### config.mk
export PLATFORM = sky130hd
export DESIGN_NAME = hazard_scoreboard
export DESIGN_NICKNAME = d
export VERILOG_FILES = /design/src/rtl/hazard_scoreboard_pkg.sv /design/src/rtl/hazard_scoreboard_pending_counter_file.sv /design/src/rtl/hazard_scoreboard.sv
export SDC_FILE = /design/constraint.sdc
export NUM_CORES = 1
export LEC_CHECK = 0
export BUFFER_PORTS_ARGS = -buffer_cell sky130_fd_sc_hd__buf_2
export CELL_PAD_IN_SITES_DETAIL_PLACEMENT = 0
export CELL_PAD_IN_SITES_GLOBAL_PLACEMENT = 1
export CORE_ASPECT_RATIO = 0.6
export CORE_MARGIN = 2
export CORE_UTILIZATION = 52
export DETAILED_ROUTE_END_ITERATION = 8
export HOLD_SLACK_MARGIN = 0.02
export PLACE_DENSITY = 0.93
export SYNTH_ARGS = -nofsm -noshare
export SYNTH_HDL_FRONTEND = slang
export SYNTH_SLANG_ARGS = --single-unit
### constraint.sdc
create_clock -name clk -period 9.1 [get_ports clk]
set_input_delay 1.82 -clock clk [delete_from_list [all_inputs] [get_ports clk]]
set_output_delay 1.82 -clock clk [all_outputs]
set_load 0.01 [all_outputs]
### src/rtl/hazard_scoreboard_pkg.sv
// rtl/hazard_scoreboard_pkg.sv - shared widths and helpers for the decode hazard scoreboard
//
// Package rt_hazard_pkg
//   Default register-file address widths, source-port count and pending
//   counter width, the index of the hard-wired scalar zero register, and
//   the saturation value of a pending-write counter.
package rt_hazard_pkg;

  localparam int S_ADDR_W_DEF = 5;
  localparam int V_ADDR_W_DEF = 4;
  localparam int NUM_SRC_DEF  = 2;
  localparam int CNT_W_DEF    = 2;
  localparam int ZERO_REG     = 0;

  // Largest number of outstanding writes a CNT_W-bit counter can hold.
  function automatic int cnt_max(input int w);
    return (1 << w) - 1;
  endfunction

endpackage

### src/rtl/hazard_scoreboard_pending_counter_file.sv
// rtl/hazard_scoreboard_pending_counter_file.sv - per-register pending-write counters for one register file
//
// Module pending_counter_file
//   One CNT_W-bit counter per register. A write issued at decode increments
//   the destination count, a writeback decrements it, both together leave it
//   unchanged. Retiring a register whose count is already 0 is ignored.
//   When ZERO_EXEMPT is set, register 0 is never tracked.
// Ports
//   clk, rst          core clock, synchronous active-high reset
//   flush             clears every counter at the next edge
//   inc_en, inc_addr  issue of a write to inc_addr
//   dec_en, dec_addr  writeback retiring a write to dec_addr
//   look_addr         NUM_LOOK packed lookup addresses
//   count_zero/one/max  per-lookup status of the addressed counter
module pending_counter_file
  import rt_hazard_pkg::*;
#(
  parameter int ADDR_W      = 4,
  parameter int CNT_W       = 2,
  parameter int NUM_LOOK    = 3,
  parameter bit ZERO_EXEMPT = 1'b0
) (
  input  logic                       clk,
  input  logic                       rst,
  input  logic                       flush,
  input  logic                       inc_en,
  input  logic [ADDR_W-1:0]          inc_addr,
  input  logic                       dec_en,
  input  logic [ADDR_W-1:0]          dec_addr,
  input  logic [NUM_LOOK*ADDR_W-1:0] look_addr,
  output logic [NUM_LOOK-1:0]        count_zero,
  output logic [NUM_LOOK-1:0]        count_one,
  output logic [NUM_LOOK-1:0]        count_max
);

  localparam int NUM_REGS = 1 << ADDR_W;
  localparam logic [CNT_W-1:0] CNT_MAX = CNT_W'(cnt_max(CNT_W));

  logic [CNT_W-1:0] cnt [NUM_REGS];
  logic             inc_ok;
  logic             dec_ok;

  assign inc_ok = inc_en && !(ZERO_EXEMPT && inc_addr == ADDR_W'(ZERO_REG));
  // A retire only counts against a register that actually has a write pending.
  assign dec_ok = dec_en && !(ZERO_EXEMPT && dec_addr == ADDR_W'(ZERO_REG))
                  && (cnt[dec_addr] != '0);

  always_ff @(posedge clk) begin
    for (int r = 0; r < NUM_REGS; r++) begin
      if (rst || flush) begin
        cnt[r] <= '0;
      end else if (inc_ok && inc_addr == ADDR_W'(r) && cnt[r] != CNT_MAX &&
                   !(dec_ok && dec_addr == ADDR_W'(r))) begin
        cnt[r] <= cnt[r] + 1'b1;
      end else if (dec_ok && dec_addr == ADDR_W'(r) &&
                   !(inc_ok && inc_addr == ADDR_W'(r))) begin
        cnt[r] <= cnt[r] - 1'b1;
      end
    end
  end

  for (genvar i = 0; i < NUM_LOOK; i++) begin : g_look
    logic [CNT_W-1:0] c;
    assign c             = cnt[look_addr[i*ADDR_W +: ADDR_W]];
    assign count_zero[i] = (c == '0);
    assign count_one[i]  = (c == CNT_W'(1));
    assign count_max[i]  = (c == CNT_MAX);
  end

  // A writeback with nothing pending means the pipeline lost track of a write.
  underflow_chk: assert property (@(posedge clk) disable iff (rst || flush)
    !(dec_en && !(ZERO_EXEMPT && dec_addr == ADDR_W'(ZERO_REG)) && cnt[dec_addr] == '0));

endmodule

### src/rtl/hazard_scoreboard.sv
// rtl/hazard_scoreboard.sv - decode-stage hazard scoreboard with WB bypass select
//
// Module hazard_scoreboard
//   Tracks outstanding scalar and vector writes and stalls decode while any
//   used source has a pending producer that is not being written back this
//   cycle as its only outstanding write. Also stalls when the destination
//   counter is saturated. Counts stalled cycles (saturating).
// Ports
//   clk, rst, flush                  clock, sync active-high reset, flush
//   DE_valid                         decode holds a valid instruction
//   DE_S_src/_valid, DE_V_src/_valid packed source addresses and port enables
//   DE_Swb_*, DE_Vwb_*               decode destination write
//   WB_Swb_*, WB_Vwb_*               writeback this cycle
//   DE_stall                         hold decode
//   DE_S_select, DE_V_select         per-port take-WB-data select
//   stall_cycles                     saturating stalled-cycle count
module hazard_scoreboard
  import rt_hazard_pkg::*;
#(
  parameter int S_ADDR_W   = S_ADDR_W_DEF,
  parameter int V_ADDR_W   = V_ADDR_W_DEF,
  parameter int NUM_SRC    = NUM_SRC_DEF,
  parameter int CNT_W      = CNT_W_DEF,
  parameter int S_ZERO_REG = 1
) (
  input  logic                         clk,
  input  logic                         rst,
  input  logic                         flush,
  input  logic                         DE_valid,
  input  logic [NUM_SRC*S_ADDR_W-1:0]  DE_S_src,
  input  logic [NUM_SRC-1:0]           DE_S_src_valid,
  input  logic [NUM_SRC*V_ADDR_W-1:0]  DE_V_src,
  input  logic [NUM_SRC-1:0]           DE_V_src_valid,
  input  logic                         DE_Swb_en,
  input  logic [S_ADDR_W-1:0]          DE_Swb_address,
  input  logic                         DE_Vwb_en,
  input  logic [V_ADDR_W-1:0]          DE_Vwb_address,
  input  logic                         WB_Swb_en,
  input  logic [S_ADDR_W-1:0]          WB_Swb_address,
  input  logic                         WB_Vwb_en,
  input  logic [V_ADDR_W-1:0]          WB_Vwb_address,
  output logic                         DE_stall,
  output logic [NUM_SRC-1:0]           DE_S_select,
  output logic [NUM_SRC-1:0]           DE_V_select,
  output logic [31:0]                  stall_cycles
);

  localparam bit S_ZERO = (S_ZERO_REG != 0);

  // Lookup slots 0..NUM_SRC-1 are the sources, slot NUM_SRC is the destination.
  logic [NUM_SRC:0] s_zero, s_one, s_max;
  logic [NUM_SRC:0] v_zero, v_one, v_max;
  logic [NUM_SRC-1:0] s_haz, v_haz;
  logic s_ovf, v_ovf, issue;
  logic status_unused;

  pending_counter_file #(
    .ADDR_W(S_ADDR_W), .CNT_W(CNT_W), .NUM_LOOK(NUM_SRC + 1), .ZERO_EXEMPT(S_ZERO)
  ) u_s_cnt (
    .clk(clk), .rst(rst), .flush(flush),
    .inc_en(issue && DE_Swb_en), .inc_addr(DE_Swb_address),
    .dec_en(WB_Swb_en), .dec_addr(WB_Swb_address),
    .look_addr({DE_Swb_address, DE_S_src}),
    .count_zero(s_zero), .count_one(s_one), .count_max(s_max)
  );

  pending_counter_file #(
    .ADDR_W(V_ADDR_W), .CNT_W(CNT_W), .NUM_LOOK(NUM_SRC + 1), .ZERO_EXEMPT(1'b0)
  ) u_v_cnt (
    .clk(clk), .rst(rst), .flush(flush),
    .inc_en(issue && DE_Vwb_en), .inc_addr(DE_Vwb_address),
    .dec_en(WB_Vwb_en), .dec_addr(WB_Vwb_address),
    .look_addr({DE_Vwb_address, DE_V_src}),
    .count_zero(v_zero), .count_one(v_one), .count_max(v_max)
  );

  for (genvar i = 0; i < NUM_SRC; i++) begin : g_src
    logic s_is_zero;
    assign s_is_zero = S_ZERO && (DE_S_src[i*S_ADDR_W +: S_ADDR_W] == S_ADDR_W'(ZERO_REG));

    assign DE_S_select[i] = DE_S_src_valid[i] && WB_Swb_en && !s_is_zero &&
                            (WB_Swb_address == DE_S_src[i*S_ADDR_W +: S_ADDR_W]);
    assign DE_V_select[i] = DE_V_src_valid[i] && WB_Vwb_en &&
                            (WB_Vwb_address == DE_V_src[i*V_ADDR_W +: V_ADDR_W]);

    // A single pending write being retired right now is covered by the bypass;
    // with two or more pending, the younger one is still in flight.
    assign s_haz[i] = DE_S_src_valid[i] && !s_is_zero && !s_zero[i] &&
                      !(s_one[i] && DE_S_select[i]);
    assign v_haz[i] = DE_V_src_valid[i] && !v_zero[i] &&
                      !(v_one[i] && DE_V_select[i]);
  end

  assign s_ovf = DE_Swb_en && s_max[NUM_SRC] &&
                 !(S_ZERO && DE_Swb_address == S_ADDR_W'(ZERO_REG));
  assign v_ovf = DE_Vwb_en && v_max[NUM_SRC];

  assign DE_stall = DE_valid && !flush && ((|s_haz) || (|v_haz) || s_ovf || v_ovf);
  assign issue    = DE_valid && !DE_stall && !flush;

  assign status_unused = ^{s_max[NUM_SRC-1:0], s_zero[NUM_SRC], s_one[NUM_SRC],
                           v_max[NUM_SRC-1:0], v_zero[NUM_SRC], v_one[NUM_SRC]};

  always_ff @(posedge clk) begin
    if (rst) begin
      stall_cycles <= '0;
    end else if (DE_stall && stall_cycles != 32'hFFFF_FFFF) begin
      stall_cycles <= stall_cycles + 32'd1;
    end
  end

endmodule

==> reports/results.ini <==
[logic_synthesis]
synthesis.area_per_instance_um2=9.05
synth_top_flop_cell=edfxtp_1
synth_simple_gate_area_share_pct=28.0
synth_edf_count=96
synth_xor_area_share_pct=2.15
synth_compound_area_share_pct=13.7
ys_async_sr_fraction_pct=0
synth_top_family_by_area=simple AND/OR/NAND/NOR gates
synth_cells=1304
yosysSeqAreaShare_pct=29.8
yosysWarnings=0
synthMuxAreaShare_pct=16.8
ys_types=84
ys_seq_elements=128
synthAdderAreaFrac_pct=4.88
synth_area_um2=11800

[finish]
diodes=0
final_cell_mix=107 x nand2_1, 104 x nand3_1, 102 x nor2_1
fillers=1955
multi_input_area_um2=7770
ff_latch_area_um2=3520
mostFrequentLayoutCell=nand2_1
syn_to_final_growth_pct=8.44
drive_gt1_share_pct=17.5
final_nets=1410

[pwr]
power.density_nw_per_um2=131
leakagePower_nw=4.59
ir_drop_v=0.000136

[sta]
tns_ps=0
rsz0062_at_grt=no
holdWs_ps=485
relSlewSlack_pct=27.8
finalSetupViolCount=0
hold_violations=0
clock_skew_ps=17.6
fin_crit_sh_pct=73.1
worstMarginPinSlew_ps=1080
max_freq_ghz=0.150
finalCriticalPeriod_ps=6650
drv_slew=0

[route]
drt_iter0_markers=1505
drc=0
vias=11440
antenna_left=0
wirelength_um=40000
drt-pass1-iter-count=7
via_per_inst=6.99
wl_per_cell_um=24.5

[clocking]
ctsHoldBuffers=0
htreeDepth=4
cts_buffers=17
cts.sinks=128
clock_path_buffers=2
cts_setup_buffers=0
clkLatencyLatePin_ps=450
cts_tree=yes
cts_root_buffer=clkbuf_16
cts_resized=0
clk_pin_slew_ps=60

[setup_path]
arrival_ps=4830
cp_common_cell=buf_2
end_kind=output port
start_kind=input pin
cp_top_family=simple AND/OR/NAND/NOR gates
path_max_fanout=30
critPathBufInv=3
critPathSlowestCell=or4_1
path_cells=buf_2 -> or4_4 -> nand2_1 -> or4_1 -> a21oi_1 -> a311oi_2 -> nand4b_2 -> nand2_2 -> inv_1 -> buf_2
crit_required_ps=7280
worstSetupPathType=in -> out
cpPeakStageDelay_ps=720

[die]
fp.dieW_um=199
row_count=42
die_h_um=121
design.core.area_um2=22200
initial_utilization_pct=53.2
io-pin-count=85
die_area_um2=24000

[grt]
overflow=0
grtUsageTotal_pct=33.8
grt_max_degree=55
antenna_found_initial=0
grt_pass1_wl_um=60700
grt_pass1_vias=10275

[run_status]
status=finished, final reports clean

[placement]
gp_congestion=1.01
dp_hpwl_um=29100
portBuffers=84

[run]
drv_cap=0

[worst_hold_path]
worstHoldPathType=reg -> reg

synth_stat cells, types with 27 or more instances:
| master | number | area share [%] |
|---|---|---|
| dfxtp_1 | 32 | 5.4 |
| nand2_1 | 107 | 3.4 |
| ha_1 | 46 | 4.9 |
| mux4_2 | 59 | 11 |
| o21ai_0 | 34 | 1.4 |
| buf_2 | 27 | 1.1 |
| and3_1 | 35 | 1.9 |
| nand3_1 | 104 | 4.4 |
| nor2b_1 | 31 | 1.6 |
| edfxtp_1 | 96 | 24 |
| nor3_1 | 56 | 2.4 |
| nor2_1 | 103 | 3.3 |
| a21oi_1 | 100 | 4.2 |
| nand4_1 | 34 | 1.8 |
| clkbuf_1 | 57 | 1.8 |
| mux2i_1 | 44 | 3.7 |
worst paths after layout:
| check | from | endpoint | slack [ps] | cells after the start |
|---|---|---|---|---|
| worst max-delay path | DE_Swb_address[1] | DE_stall | 2450 | 10 |
| worst min-delay path | stall_cycles[11] | stall_cycles[11] | 490 | 2 |
| worst max register to register | u_s_cnt.cnt[5][0] | stall_cycles[25] | 4450 | 10 |
| worst min register to register | stall_cycles[11] | stall_cycles[11] | 490 | 2 |
per-stage QoR:
| step | area, µm² | utilization, % | power (mW) | setup slack, ps | std cells |
|---|---|---|---|---|---|
| after global placement | 12200 | 55.2 | 0.985 | 2450 | 1605 |
| after CTS | 12800 | 57.7 | 1.66 | 2540 | 1637 |
| final | 12800 | 57.7 | 1.67 | 2450 | 1637 |
| after global routing | 12800 | 57.7 | 1.71 | 2360 | 1637 |
| after floorplan | 11800 | - | 0.900 | 3420 | 1305 |
| after detailed placement | 12200 | 55.2 | 0.991 | 2310 | 1605 |
registers in the layout, indices dropped and copies added, names as in the netlist:
name          count
stall_cycles     32
u_s_cnt.cnt      64
u_v_cnt.cnt      32
worst register-to-register path, cell delays in order (launching register included):
cell	delay (ps)
edfxtp_1	610
mux4_2	320
nand2_1	50
and3_1	190
a2111oi_0	600
a21oi_1	280
nand4b_2	180
buf_4	510
nand3_1	760
or4_1	720
mux2_1	320
layer usage:
| metal | share of wire, % | track usage (%) | vias up |
|---|---|---|---|
| met3 | 18 | 15.5 | 70 |
| met2 | 38 | 42.9 | 915 |
| met1 | 43 | 50.8 | 5394 |
| met5 | 0 | 0 | - |
| met4 | 1.4 | 8.30 | 0 |
| li1 | - | - | 5061 |
kinds of logic after synthesis:
kind of cell,count (synthesis)
and+or+nand+nor,611
muxes,118
adders and majority gates,46
xor gates and xnor gates,29
buffers and inverters,121
AOI/OAI and AO/OA,250
other,1
DFF,128
area by class of cell:
cell class	count	share of cell area [%]
Sequential cell	128	27.5
Inverter	21	0.616
Multi-Input combinational cell	1056	60.7
Clock inverter	10	0.547
Tap cell	308	3.01
Timing Repair Buffer	92	3.75
Clock buffer	22	3.88
power breakdown:
group          switching [mW]  total, mW  leakage (nW)  internal [mW]
registers              0.0481      0.696          1.33          0.648
clock network           0.288      0.678         0.287          0.390
logic                   0.190      0.300          2.97          0.110
No activity file was read; power rests on OpenSTA's default activity.
